`src/rtl/u_d_count_decoder.sv`:
```
// Protocol decoder for an up/down loadable counter: classifies each new count sample
// as step up/down, hold or parallel load, and tracks wraps, direction changes and run length.
module u_d_count_decoder #(
    parameter int unsigned WIDTH = 8,
    parameter int unsigned RUN_W = 8
) (
    input  logic             clk,
    input  logic             rst,
    input  logic             valid,
    input  logic [WIDTH-1:0] count_in,
    output logic [1:0]       state,
    output logic             step_up,
    output logic             step_dn,
    output logic             hold,
    output logic             load_det,
    output logic [WIDTH-1:0] load_val,
    output logic             wrap_up,
    output logic             wrap_dn,
    output logic             dir_chg,
    output logic [RUN_W-1:0] run_len
);

    typedef enum logic [1:0] {
        ST_IDLE = 2'b00,
        ST_UP   = 2'b01,
        ST_DOWN = 2'b10,
        ST_HOLD = 2'b11
    } state_t;

    typedef enum logic [1:0] {
        DIR_NONE = 2'b00,
        DIR_UP   = 2'b01,
        DIR_DN   = 2'b10
    } dir_t;

    localparam logic [WIDTH-1:0] DELTA_UP = WIDTH'(1);
    localparam logic [RUN_W-1:0] RUN_ONE  = RUN_W'(1);
    localparam logic [RUN_W-1:0] RUN_MAX  = '1;

    state_t           state_q, state_d;
    dir_t             last_dir_q, last_dir_d;
    logic [WIDTH-1:0] prev_q, prev_d;
    logic [WIDTH-1:0] load_val_q, load_val_d;
    logic [RUN_W-1:0] run_len_q, run_len_d;
    logic             step_up_q, step_up_d;
    logic             step_dn_q, step_dn_d;
    logic             hold_q, hold_d;
    logic             load_det_q, load_det_d;
    logic             wrap_up_q, wrap_up_d;
    logic             wrap_dn_q, wrap_dn_d;
    logic             dir_chg_q, dir_chg_d;
    logic [WIDTH-1:0] delta;

    always_comb begin
        state_d    = state_q;
        last_dir_d = last_dir_q;
        prev_d     = prev_q;
        load_val_d = load_val_q;
        run_len_d  = run_len_q;
        step_up_d  = 1'b0;
        step_dn_d  = 1'b0;
        hold_d     = 1'b0;
        load_det_d = 1'b0;
        wrap_up_d  = 1'b0;
        wrap_dn_d  = 1'b0;
        dir_chg_d  = 1'b0;
        delta      = count_in - prev_q;

        if (valid) begin
            prev_d = count_in;
            if (state_q == ST_IDLE) begin
                // First sample after reset only seeds the reference value.
                state_d    = ST_HOLD;
                run_len_d  = '0;
                last_dir_d = DIR_NONE;
            end else if (delta == DELTA_UP) begin
                step_up_d = 1'b1;
                state_d   = ST_UP;
                wrap_up_d = (prev_q == '1);
                if (last_dir_q == DIR_UP) begin
                    run_len_d = (run_len_q == RUN_MAX) ? run_len_q : run_len_q + RUN_ONE;
                end else begin
                    run_len_d = RUN_ONE;
                    dir_chg_d = (last_dir_q == DIR_DN);
                end
                last_dir_d = DIR_UP;
            end else if (delta == '1) begin
                step_dn_d = 1'b1;
                state_d   = ST_DOWN;
                wrap_dn_d = (prev_q == '0);
                if (last_dir_q == DIR_DN) begin
                    run_len_d = (run_len_q == RUN_MAX) ? run_len_q : run_len_q + RUN_ONE;
                end else begin
                    run_len_d = RUN_ONE;
                    dir_chg_d = (last_dir_q == DIR_UP);
                end
                last_dir_d = DIR_DN;
            end else if (delta == '0) begin
                // Hold keeps the run going: direction memory survives idle counts.
                hold_d  = 1'b1;
                state_d = ST_HOLD;
            end else begin
                load_det_d = 1'b1;
                load_val_d = count_in;
                state_d    = ST_HOLD;
                run_len_d  = '0;
                last_dir_d = DIR_NONE;
            end
        end
    end

    always_ff @(posedge clk) begin
        if (!rst) begin
            state_q    <= ST_IDLE;
            last_dir_q <= DIR_NONE;
            prev_q     <= '0;
            load_val_q <= '0;
            run_len_q  <= '0;
            step_up_q  <= 1'b0;
            step_dn_q  <= 1'b0;
            hold_q     <= 1'b0;
            load_det_q <= 1'b0;
            wrap_up_q  <= 1'b0;
            wrap_dn_q  <= 1'b0;
            dir_chg_q  <= 1'b0;
        end else begin
            state_q    <= state_d;
            last_dir_q <= last_dir_d;
            prev_q     <= prev_d;
            load_val_q <= load_val_d;
            run_len_q  <= run_len_d;
            step_up_q  <= step_up_d;
            step_dn_q  <= step_dn_d;
            hold_q     <= hold_d;
            load_det_q <= load_det_d;
            wrap_up_q  <= wrap_up_d;
            wrap_dn_q  <= wrap_dn_d;
            dir_chg_q  <= dir_chg_d;
        end
    end

    always_comb begin
        state    = state_q;
        step_up  = step_up_q;
        step_dn  = step_dn_q;
        hold     = hold_q;
        load_det = load_det_q;
        load_val = load_val_q;
        wrap_up  = wrap_up_q;
        wrap_dn  = wrap_dn_q;
        dir_chg  = dir_chg_q;
        run_len  = run_len_q;
    end

endmodule

```
`config.mk`:
```
export PLATFORM = sky130hd
export DESIGN_NAME = u_d_count_decoder
export DESIGN_NICKNAME = d
export VERILOG_FILES = /design/src/rtl/u_d_count_decoder.sv
export SDC_FILE = /design/constraint.sdc
export NUM_CORES = 1
export LEC_CHECK = 0
export ABC_AREA = 1
export BUFFER_PORTS_ARGS = -buffer_cell sky130_fd_sc_hd__buf_2
export CORE_ASPECT_RATIO = 1.25
export CORE_UTILIZATION = 35
export CTS_BUF_LIST = sky130_fd_sc_hd__clkbuf_8 sky130_fd_sc_hd__clkbuf_16
export DETAILED_ROUTE_END_ITERATION = 8
export PLACE_DENSITY = 0.63
export SKIP_CTS_REPAIR_TIMING = 1
export SYNTH_ARGS = -nofsm -noshare
export SYNTH_HDL_FRONTEND = slang
export SYNTH_SLANG_ARGS = --single-unit
```
`constraint.sdc`:
```
create_clock -name clk -period 5.8 [get_ports clk]
set_input_delay 1.16 -clock clk [delete_from_list [all_inputs] [get_ports clk]]
set_output_delay 1.16 -clock clk [all_outputs]
set_load 0.02 [all_outputs]
```
**Word level (Yosys, flattened, before mapping)**

Cells that the tools add are included.

- Add/sub/neg operators: 2
- Bitwise logic cells: 6
- Equal/unequal tests: 7
- Multiplexer cells: 22
- Reductions and logical operators: 10

Operator list:

| kind | number |
|---|---|
| 8-bit 2-to-1 mux | 7 |
| 8-bit equality test (second input constant) | 3 |
| 8-bit logical NOT | 2 |
| 2-bit 2-to-1 mux | 6 |
| 5-bit OR reduction | 2 |
| 1-bit 2-to-1 mux | 9 |
| 8-bit by 1-bit adder with 8-bit output (second input constant) | 1 |
| 8-bit by 1-bit equality test with 1-bit output (second input constant) | 1 |
| 4-bit OR reduction | 2 |
| 8-bit subtractor | 1 |
| 1-bit NOT | 6 |
| 5-bit AND reduction | 1 |
| 4-bit inequality test (second input constant) | 1 |
| 3-bit OR reduction | 1 |
| 2-bit by 1-bit equality test with 1-bit output (second input constant) | 1 |
| 2-bit equality test (second input constant) | 1 |
| 2-bit logical NOT | 1 |
| 2-bit AND reduction | 1 |

- Flip-flop bits (word level): 35
- Output and inout bits: 25
- Input port bits: 11

**Logic depth before layout (Yosys ltp)**

Gate-level depths: netlist of run 1.

- Depth after elaboration: 6
- Mapped depth: 18
- Mapped depth without buffers: 17

**Worst setup path before layout of run 1**

No wires, ideal clock.

- Path type: in2reg
- From: input count_in[0]
- To: register run_len_q[0], in the netlist run_len[0]
- Buffers on the path: 1
- Stages: 13
- Arrival time: 2972 ps
- Slack: 2715 ps
- Library setup time: 113 ps
- Cell sequence: inv_1 -> ha_1 -> inv_1 -> fa_1 -> xnor2_1 -> nand3_2 -> nor3_4 -> nand3_2 -> buf_6 -> nand3_1 -> nand2_1 -> nor2_1 -> nor2_1

- Word-level cells in the longest chain between the ends: 5
- Elaborated cells on any way between the ends: 9
- Classes of those cells: add/sub (1); eq/ne (3); mux (3); reduce/logical (2)

RTL lines:

| element | line | source |
|---|---|---|
| from (decl) | 10 | `input logic [WIDTH-1:0] count_in,` |
| 8-bit subtractor * | 67 | `delta = count_in - prev_q;` |
| 8-bit equality test | 87 | `end else if (delta == '1) begin` |
| 8-bit 2-to-1 mux | 87 |  |
| 8-bit 2-to-1 mux | 76 | `end else if (delta == DELTA_UP) begin` |
| 8-bit 2-to-1 mux | 71 | `if (state_q == ST_IDLE) begin` |
| to (signal assigned) | 131 | `run_len_q <= run_len_d;` |
| to (decl) | 44 | `logic [RUN_W-1:0] run_len_q, run_len_d;` |

Every way passes the cells marked *; elsewhere a longest branch is shown, timed or not.
A chain may end at the register's enable or synchronous reset.

**Worst setup path in the final report of run 1**

- From: input count_in[0]
- To: register load_val_q[4], in the netlist load_val[4]

- Word-level cells in the longest chain between the ends: 4
- Elaborated cells on any way between the ends: 8
- Classes of those cells: add/sub (1); eq/ne (2); bitwise (3); reduce/logical (2)

RTL lines:

| element | line | source |
|---|---|---|
| 8-bit subtractor * | 67 |  |
| 8-bit equality test (tied with other cells) | 87 |  |
| 1-bit NOT (no source line) | -- |  |
| 5-bit AND reduction (no source line) * | -- |  |
| to (signal assigned) | 130 | `load_val_q <= load_val_d;` |
| to (decl) | 43 | `logic [WIDTH-1:0] load_val_q, load_val_d;` |

Marked as above.

==> impl_results.md, run 1 <==
* Global-route wire length before repair at ~10 mm
* Most frequent standard cell in the layout excluding fill and tap cells: nand2_1
* Shortest clock period the worst path allows after layout at around 3.5 ns
* Cell depth of the worst flop-to-flop path at 12
* Final non-filler cell total at just under 500
* Initial Util at a little over a third
* Post-DR wirelength/cell at about 12 um
* Worst hold path class: flip-flop to flip-flop
* Total count of max-transition violations in the final report at 0
* Final worst clock skew at ~0.0069 ns
* Cell chain of the critical path: buf_2 -> inv_1 -> ha_1 -> inv_1 -> fa_1 -> xnor2_1 -> nand3_2 -> nor3_4 -> nand3_2 -> nand2_2 -> inv_2 -> nand3_1 -> nand2_1 -> nor2_1
* Worst hold path stage count at 2
* Floorplan die area at 7197 sq um
* # H-tree levels at 2
* Clock Sink Count at 35
* Area grow syn2layout at 13.55%
* Cell row count at 33
* #FFs+latches synth at 35
* Total grt overflow at 0
* Chip height at approximately 95 um
* Maximum buffer depth of the clock tree at 2
* Final RePlAce weighted congestion at between 0.8 and 0.9
* Clock insertion delay at the later pin of the skew report at just under 0.3 ns
* Ys Warns at 0
* Critical Path Sink Type: flip-flop
* Portion of synthesized cell area occupied by the leading cell type at between 20 and 30%
* Count of antenna diodes in the layout at 0
* Top flip-flop cell by instance count after synthesis: dfxtp_1
* # IOs at 36
* Max transition margin at a little over three fifths
* Core footprint at 6606 sq um
* Unrepaired setup endpoints after global routing: false
* Synth Instances at 372
* Dpl cells at 483
* Synth cell types at 36
* DRC violation count after routing at 0
* Area used by sequential logic in the layout at between 700 and 800 sq um
* Die width at roughly 76 um
* Number of nets at the end of the flow at between 400 and 500
* Count of final hold-check violations at 0
* Worst hold slack after final layout at 0.4822 ns
* Crit path required time at approximately 6.0 ns
* Number of routed nets with antenna violations at 0
* Setup slack after placement at about 2 ns
* Final setup fails at 0
* Commonest cells after routing, fill and taps aside: 86 x nand2_1, 63 x nor2_1, 46 x inv_1
* Number of antenna violations at the first check in global routing at 0
* Multi-input gate area in the final layout at 1440 sq um
* Largest stage delay, worst path at 0.42 ns
* Netlist area before placement at between 2000 and 2500 sq um
* 1st-iter DRT viols at ~180
* Maximum VDD drop at approximately 0.00012 V
* Leakage power total at about 1.4 nW
* Actual slew at the worst max-slew pin at 0.5523 ns
* Layout cells sized above 1 at 16.58%
* WP data arrival at 3.68 ns
* Average size of a mapped cell at between 6 and 7 sq um
* Share of the yosys chip area belonging to registers at about 29%
* Filler instances at 733
* Startpoint-to-endpoint class of the critical path: primary input to flip-flop
* Largest area contributor in the netlist: dfxtp_1
* Number of enable-type register cells in the synthesized netlist at 0
* Aggregate negative setup slack at 0 ns
* Maximum number of pins on one net before global-route repair at 31
* FFs w/ async S/R, synth at 0%
* Max-capacitance violation count at 0
* Placed Instance Area at around 2600 sq um
* Period utilisation layout at between 50% and 60%
* # port buffers at 35
* Synth area leaders: dfxtp_1 29%, nand2_1 13%, nor2_1 9.8%
* TritonCTS clock tree: yes
* Routed wire length at about 6 mm
* Length of the first detailed-routing pass in iterations at 4
* Startpoint type of the worst setup path: primary input
* Power per cell area at roughly 240 nW/um^2
* Number of buffers inserted during clock tree synthesis at 5
* Clock root cell: clkbuf_8
* Global-route usage over all layers at between 10% and 20%
* Vias after detailed routing at roughly 2,400
* Maximum clock frequency at ~290 MHz
* HPWL after DPL at ~4.4 mm
* Post-route cell area at roughly 2700 sq um
* CP max-delay cell: fa_1
* Average via count per standard cell at about 4.8
* Final Worst Setup Slack at roughly 2.3 ns
* Net count after synthesis at about 400
* Critical path fanouts, max at 11
* Setup slack, reg-to-reg at 3.02 ns
* Run status: finished clean
* Clock slew at the register clock pins of the worst setup and hold paths at roughly 0.08 ns
* Vias in the first global route at 2,196
cells in the mapped netlist (all sizes together) (5+ instances only):
cell and instances:
a21oi 18, o21ai 13, nand4 14, nand2 96, ha 9, dfxtp 35
xor2 5, nand3 41, buf 6, nor2 66, clkbuf 5, inv 48
nor3 7
sequential cells by signal, indices dropped and copies added, names as in the netlist:
signal and count:
load_val 8, prev_q 8, run_len 8, last_dir_q 2, state 2, dir_chg 1, hold 1, load_det 1
step_dn 1, step_up 1, wrap_dn 1, wrap_up 1
per-layer routing:
layer  part of all wire, %  up-vias  track usage (%)
met3                   3.7       10            3.575
met2                    49       59            31.82
met5                     0        -                0
li1                      -     1250                -
met4                   1.8        0            5.449
met1                    46     1060            20.55
critical path, delay by kind of cell:
kind,cells,cell delay [ns]
simple gates,7,1.31
buf+inv,4,0.36
xor+xnor,1,0.26
fa+ha+maj,2,0.58
final cells by class:
type | count | area share, %
inverters | 49 | 6.746
clock buffers | 6 | 3.029
multi-input cells | 277 | 52.82
flip-flops and latches | 35 | 25.70
well taps | 87 | 3.993
clock inverters | 2 | 1.285
repair buffers | 35 | 6.425
worst paths after layout:
kind,endpoint,start
max,load_val[4],count_in[0]
min,last_dir_q[1],last_dir_q[1]
max reg2reg,load_val[4],prev_q[0]
min reg2reg,last_dir_q[1],last_dir_q[1]
cells by family (layout without fill, tap and decap cells):
logic type | after synthesis | in the layout | synth area share (%)
flops | 35 | 35 | 29.18
xor+xnor | 6 | 6 | 2.189
fa+ha+maj | 10 | 10 | 5.524
simple gates | 228 | 228 | 44.50
compound gates | 33 | 33 | 7.765
buf+inv | 60 | 92 | 10.84
through the flow:
stage          utilization, %  power, mW
6_report                41.27     0.6569
5_1_grt                 41.27     0.6969
4_1_cts                 41.27     0.6648
3_5_place_dp            39.49     0.4340
3_3_place_gp            39.49     0.4317
2_1_floorplan               -     0.3978
report_power, final:
group / switching (mW) / total, mW / internal, mW
Sequential: 0.0120 / 0.265 / 0.253
Combinational: 0.110 / 0.162 / 0.0526
Clock: 0.0900 / 0.229 / 0.139
Total: 0.212 / 0.657 / 0.445
(Power assumes the default switching activity.)
==> run 2, diff against run 1 <==
--- a/config.mk
+++ b/config.mk
@@ -5,13 +5,13 @@
 export SDC_FILE = /design/constraint.sdc
 export NUM_CORES = 1
 export LEC_CHECK = 0
-export ABC_AREA = 1
+export ABC_AREA = 0
 export BUFFER_PORTS_ARGS = -buffer_cell sky130_fd_sc_hd__buf_2
 export CORE_ASPECT_RATIO = 1.25
 export CORE_UTILIZATION = 35
 export CTS_BUF_LIST = sky130_fd_sc_hd__clkbuf_8 sky130_fd_sc_hd__clkbuf_16
 export DETAILED_ROUTE_END_ITERATION = 8
-export PLACE_DENSITY = 0.63
+export PLACE_DENSITY = 0.66
 export SKIP_CTS_REPAIR_TIMING = 1
 export SYNTH_ARGS = -nofsm -noshare
 export SYNTH_HDL_FRONTEND = slang
==> constraint.sdc (replaced) <==
create_clock -name clk -period 3.05 [get_ports clk]
set_input_delay 0.61 -clock clk [delete_from_list [all_inputs] [get_ports clk]]
set_output_delay 0.61 -clock clk [all_outputs]
set_load 0.02 [all_outputs]
==> run 2 against run 1 <==
  * Clock power up 59%
  * First-iteration DRC count fell by 64%
  * Largest power group unchanged
  * Wire length decreased by 20%
==> impl_results.md, run 2 <==
* Run status: finished clean
* TritonCTS clock tree: yes
* Startpoint-to-endpoint class of the critical path: primary input to flip-flop
* Number of nets at the end of the flow at 313 (-26%)
* Most instantiated cells after synthesis: 37 x nor2_1, 35 x dfxtp_1, 18 x mux2i_1, 13 x inv_1, 13 x nand2_1
* Max transition margin at 62.27% (-0.78 points)
* # IOs at 36 (unchanged)
* Capture instance of the worst register-to-register path: last_dir_q[1]
* Share of the yosys chip area belonging to registers at 35.65% (+6.5 points)
* Period utilisation layout at between 90% and 100%
* Core footprint at 5405 sq um (-18%)
* Power per cell area at 430.4 nW/um^2 (+79%)
* Worst Hold End: last_dir_q[1]
* Area grow syn2layout at 30.87%
* Net count after synthesis at 245 (-38%)
* Maximum buffer depth of the clock tree at 2 (unchanged)
* Maximum clock frequency at roughly 340 MHz
* Chip height at 85.79 um (-9.3%)
* Startpoint type of the worst setup path: primary input
* Maximum number of pins on one net before global-route repair at 22 (-29%)
* Setup slack, reg-to-reg at 0.16 ns (-2.86 ns)
* Portion of synthesized cell area occupied by the leading cell type at 35.65% (+6.5 points)
* Floorplan die area at 5922 sq um (-18%)
* Actual slew at the worst max-slew pin at 0.5601 ns (+0.007783 ns)
* Critical path fanouts, max at 8 (-3)
* DRC violation count after routing at 0 (unchanged)
* Clock root cell: clkbuf_8
* Synth area leaders: dfxtp_1 36%, mux2i_1 9.2%, nor2_1 7.1%
* Vias after detailed routing at 1,827 (-23%)
* Largest area contributor in the netlist: dfxtp_1
* Leakage power total at 1.195 nW (-13%)
* Min-Delay Startpoint: last_dir_q[1]
* Worst reg2reg path startpoint: prev_q[6]
* Global-route wire length before repair at 7.866 mm (-22%)
* WP data arrival at 3.11 ns (-0.57 ns)
* Number of buffers inserted during clock tree synthesis at 5 (unchanged)
* Post-DR wirelength/cell at 13.14 um (+10%)
* HPWL after DPL at 3.644 mm (-18%)
* #FFs+latches synth at 35 (unchanged)
* Final worst clock skew at 0.005095 ns (-0.001776 ns)
* Total grt overflow at 0 (unchanged)
* Synth Instances at 224 (-40%)
* Critical Path Sink Type: flip-flop
* 1st-iter DRT viols at 63 (-64%)
* Total count of max-transition violations in the final report at 0 (unchanged)
* Clock insertion delay at the later pin of the skew report at 0.28 ns (about the same)
* Dpl cells at 349 (-28%)
* Final RePlAce weighted congestion at 0.8720 (+5.0%)
* Synth cell types at 50 (+39%)
* Shortest clock period the worst path allows after layout at roughly 2.9 ns
* Cell depth of the worst flop-to-flop path at 11 (-1)
* Length of the first detailed-routing pass in iterations at 4 (unchanged)
* # H-tree levels at 2 (unchanged)
* Crit path required time at 3.23 ns (-2.80 ns)
* Routed wire length at 4.691 mm (-20%)
* Number of routed nets with antenna violations at 0 (unchanged)
* Maximum VDD drop at 0.0002409 V (+110%)
* Netlist area before placement at 1966 sq um (-18%)
* FFs w/ async S/R, synth at 0% (unchanged)
* Most frequent standard cell in the layout excluding fill and tap cells: nor2_1
* Filler instances at 530 (-28%)
* Cell row count at 30 (-9.1%)
* Final non-filler cell total at 357 (-27%)
* Clock slew at the register clock pins of the worst setup and hold paths at 0.07 ns (about the same)
* Unrepaired setup endpoints after global routing: true
* Layout cells sized above 1 at 32.42% (+16 points)
* Top flip-flop cell by instance count after synthesis: dfxtp_1
* Clock Sink Count at 35 (unchanged)
* Total power draw at 1.107 mW (+69%)
* Count of antenna diodes in the layout at 0 (unchanged)
* Commonest cells after routing, fill and taps aside: 37 x nor2_1, 35 x buf_2, 34 x dfxtp_1, 34 x buf_4, 18 x mux2i_1
* Number of antenna violations at the first check in global routing at 0 (unchanged)
* Dominant cell by count in the synthesized netlist: nor2_1
* Initial Util at 36.37% (about the same)
* Ys Warns at 0 (unchanged)
* Final setup fails at 0 (unchanged)
* Average size of a mapped cell at 8.775 sq um (+36%)
* Max-capacitance violation count at 0 (unchanged)
* Worst hold path stage count at 1 (-1)
* Average via count per standard cell at 5.118 (+5.6%)
* Global-route usage over all layers at 16.66% (-0.78 points)
* Number of enable-type register cells in the synthesized netlist at 0 (unchanged)
* # port buffers at 35 (unchanged)
* Count of final hold-check violations at 0 (unchanged)
* Die width at 69.03 um (-9.3%)
* Worst hold path class: flip-flop to flip-flop
* Vias in the first global route at 1,738 (-21%)
## run 2: cell count changes in the layout (fill, tap and decap cells not counted), moves of 9 or more
cell | before | now
nand2_1 | 86 | 13
nand3_1 | 37 | 2
buf_4 | 0 | 34
inv_1 | 46 | 12
nor2_1 | 63 | 37
mux2i_1 | 0 | 18
nand2_2 | 9 | 0
## run 2: cell families after synthesis
| logic type | count (synthesis) | synth area share [%] |
|---|---|---|
| fa+ha+maj | 10 | 6.747 |
| buf+inv | 21 | 4.774 |
| compound gates | 41 | 15.21 |
| mux | 18 | 9.166 |
| simple gates | 91 | 24.89 |
| flops | 35 | 35.65 |
| xor+xnor | 8 | 3.565 |
## run 2: power by group
part	internal, mW	total, mW	leakage, nW	switching [mW]
registers	0.474	0.488	0.286	0.0140
logic	0.118	0.255	0.853	0.137
clock network	0.203	0.364	0.0557	0.161
total	0.795	1.11	1.19	0.312
## run 2: how the worst max path moves through the flow
stage,to,startpoint,cells after the start,slack (ns)
finish,run_len[4],count_in[0],13,0.12
global route,load_val[5],count_in[2],11,-0.003
global placement,run_len[4],count_in[0],13,-0.19
CTS,run_len[4],count_in[0],13,0.07
floorplan,wrap_up,count_in[0],12,-0.005
detailed placement,run_len[4],count_in[0],13,-0.23
## run 2: routing by layer
| metal | wire, um | up-vias | global-route usage [%] |
|---|---|---|---|
| met4 | 100 | 0 | 7.978 |
| li1 | - | 938 | - |
| met2 | 2453 | 31 | 30.45 |
| met5 | 0 | - | 0 |
| met3 | 146 | 7 | 3.760 |
| met1 | 1989 | 851 | 18.10 |
## run 2: area by class of cell
cell class              count  area [sq um]  share of cell area (%)
clock inverters             1         3.754                  0.1459
repair buffers             69         430.4                   16.73
well taps                  64         80.08                   3.113
flip-flops and latches     35         701.9                   27.29
multi-input cells         168          1209                   46.98
clock buffers               7         96.34                   3.745
inverters                  13         51.30                   1.994
## run 2: metrics by stage
| stage | utilization, % | hold WS, ns | setup TNS, ns | setup WS (ns) | cell area [sq um] |
|---|---|---|---|---|---|
| CTS | 47.34 | 0.4791 | 0 | 0.07319 | 2559 |
| floorplan | - | 0.4409 | -0.004561 | -0.004561 | 1993 |
| detailed placement | 45.49 | 0.4634 | -3.537 | -0.2271 | 2459 |
| global placement | 45.49 | 0.4495 | -3.019 | -0.1862 | 2459 |
| global route | 47.59 | 0.5030 | -0.005013 | -0.003317 | 2572 |
| finish | 47.59 | 0.4772 | 0 | 0.1214 | 2572 |
## run 2: critical path: stages
cell      delay, ns
buf_2          0.12
inv_4          0.06
ha_4           0.12
inv_2          0.03
fa_2           0.36
nand3_2        0.09
and2_4         0.14
a22oi_2        0.06
or4_4          0.49
or3_4          0.38
o221ai_4       0.31
a21oi_1        0.08
o31a_1         0.24
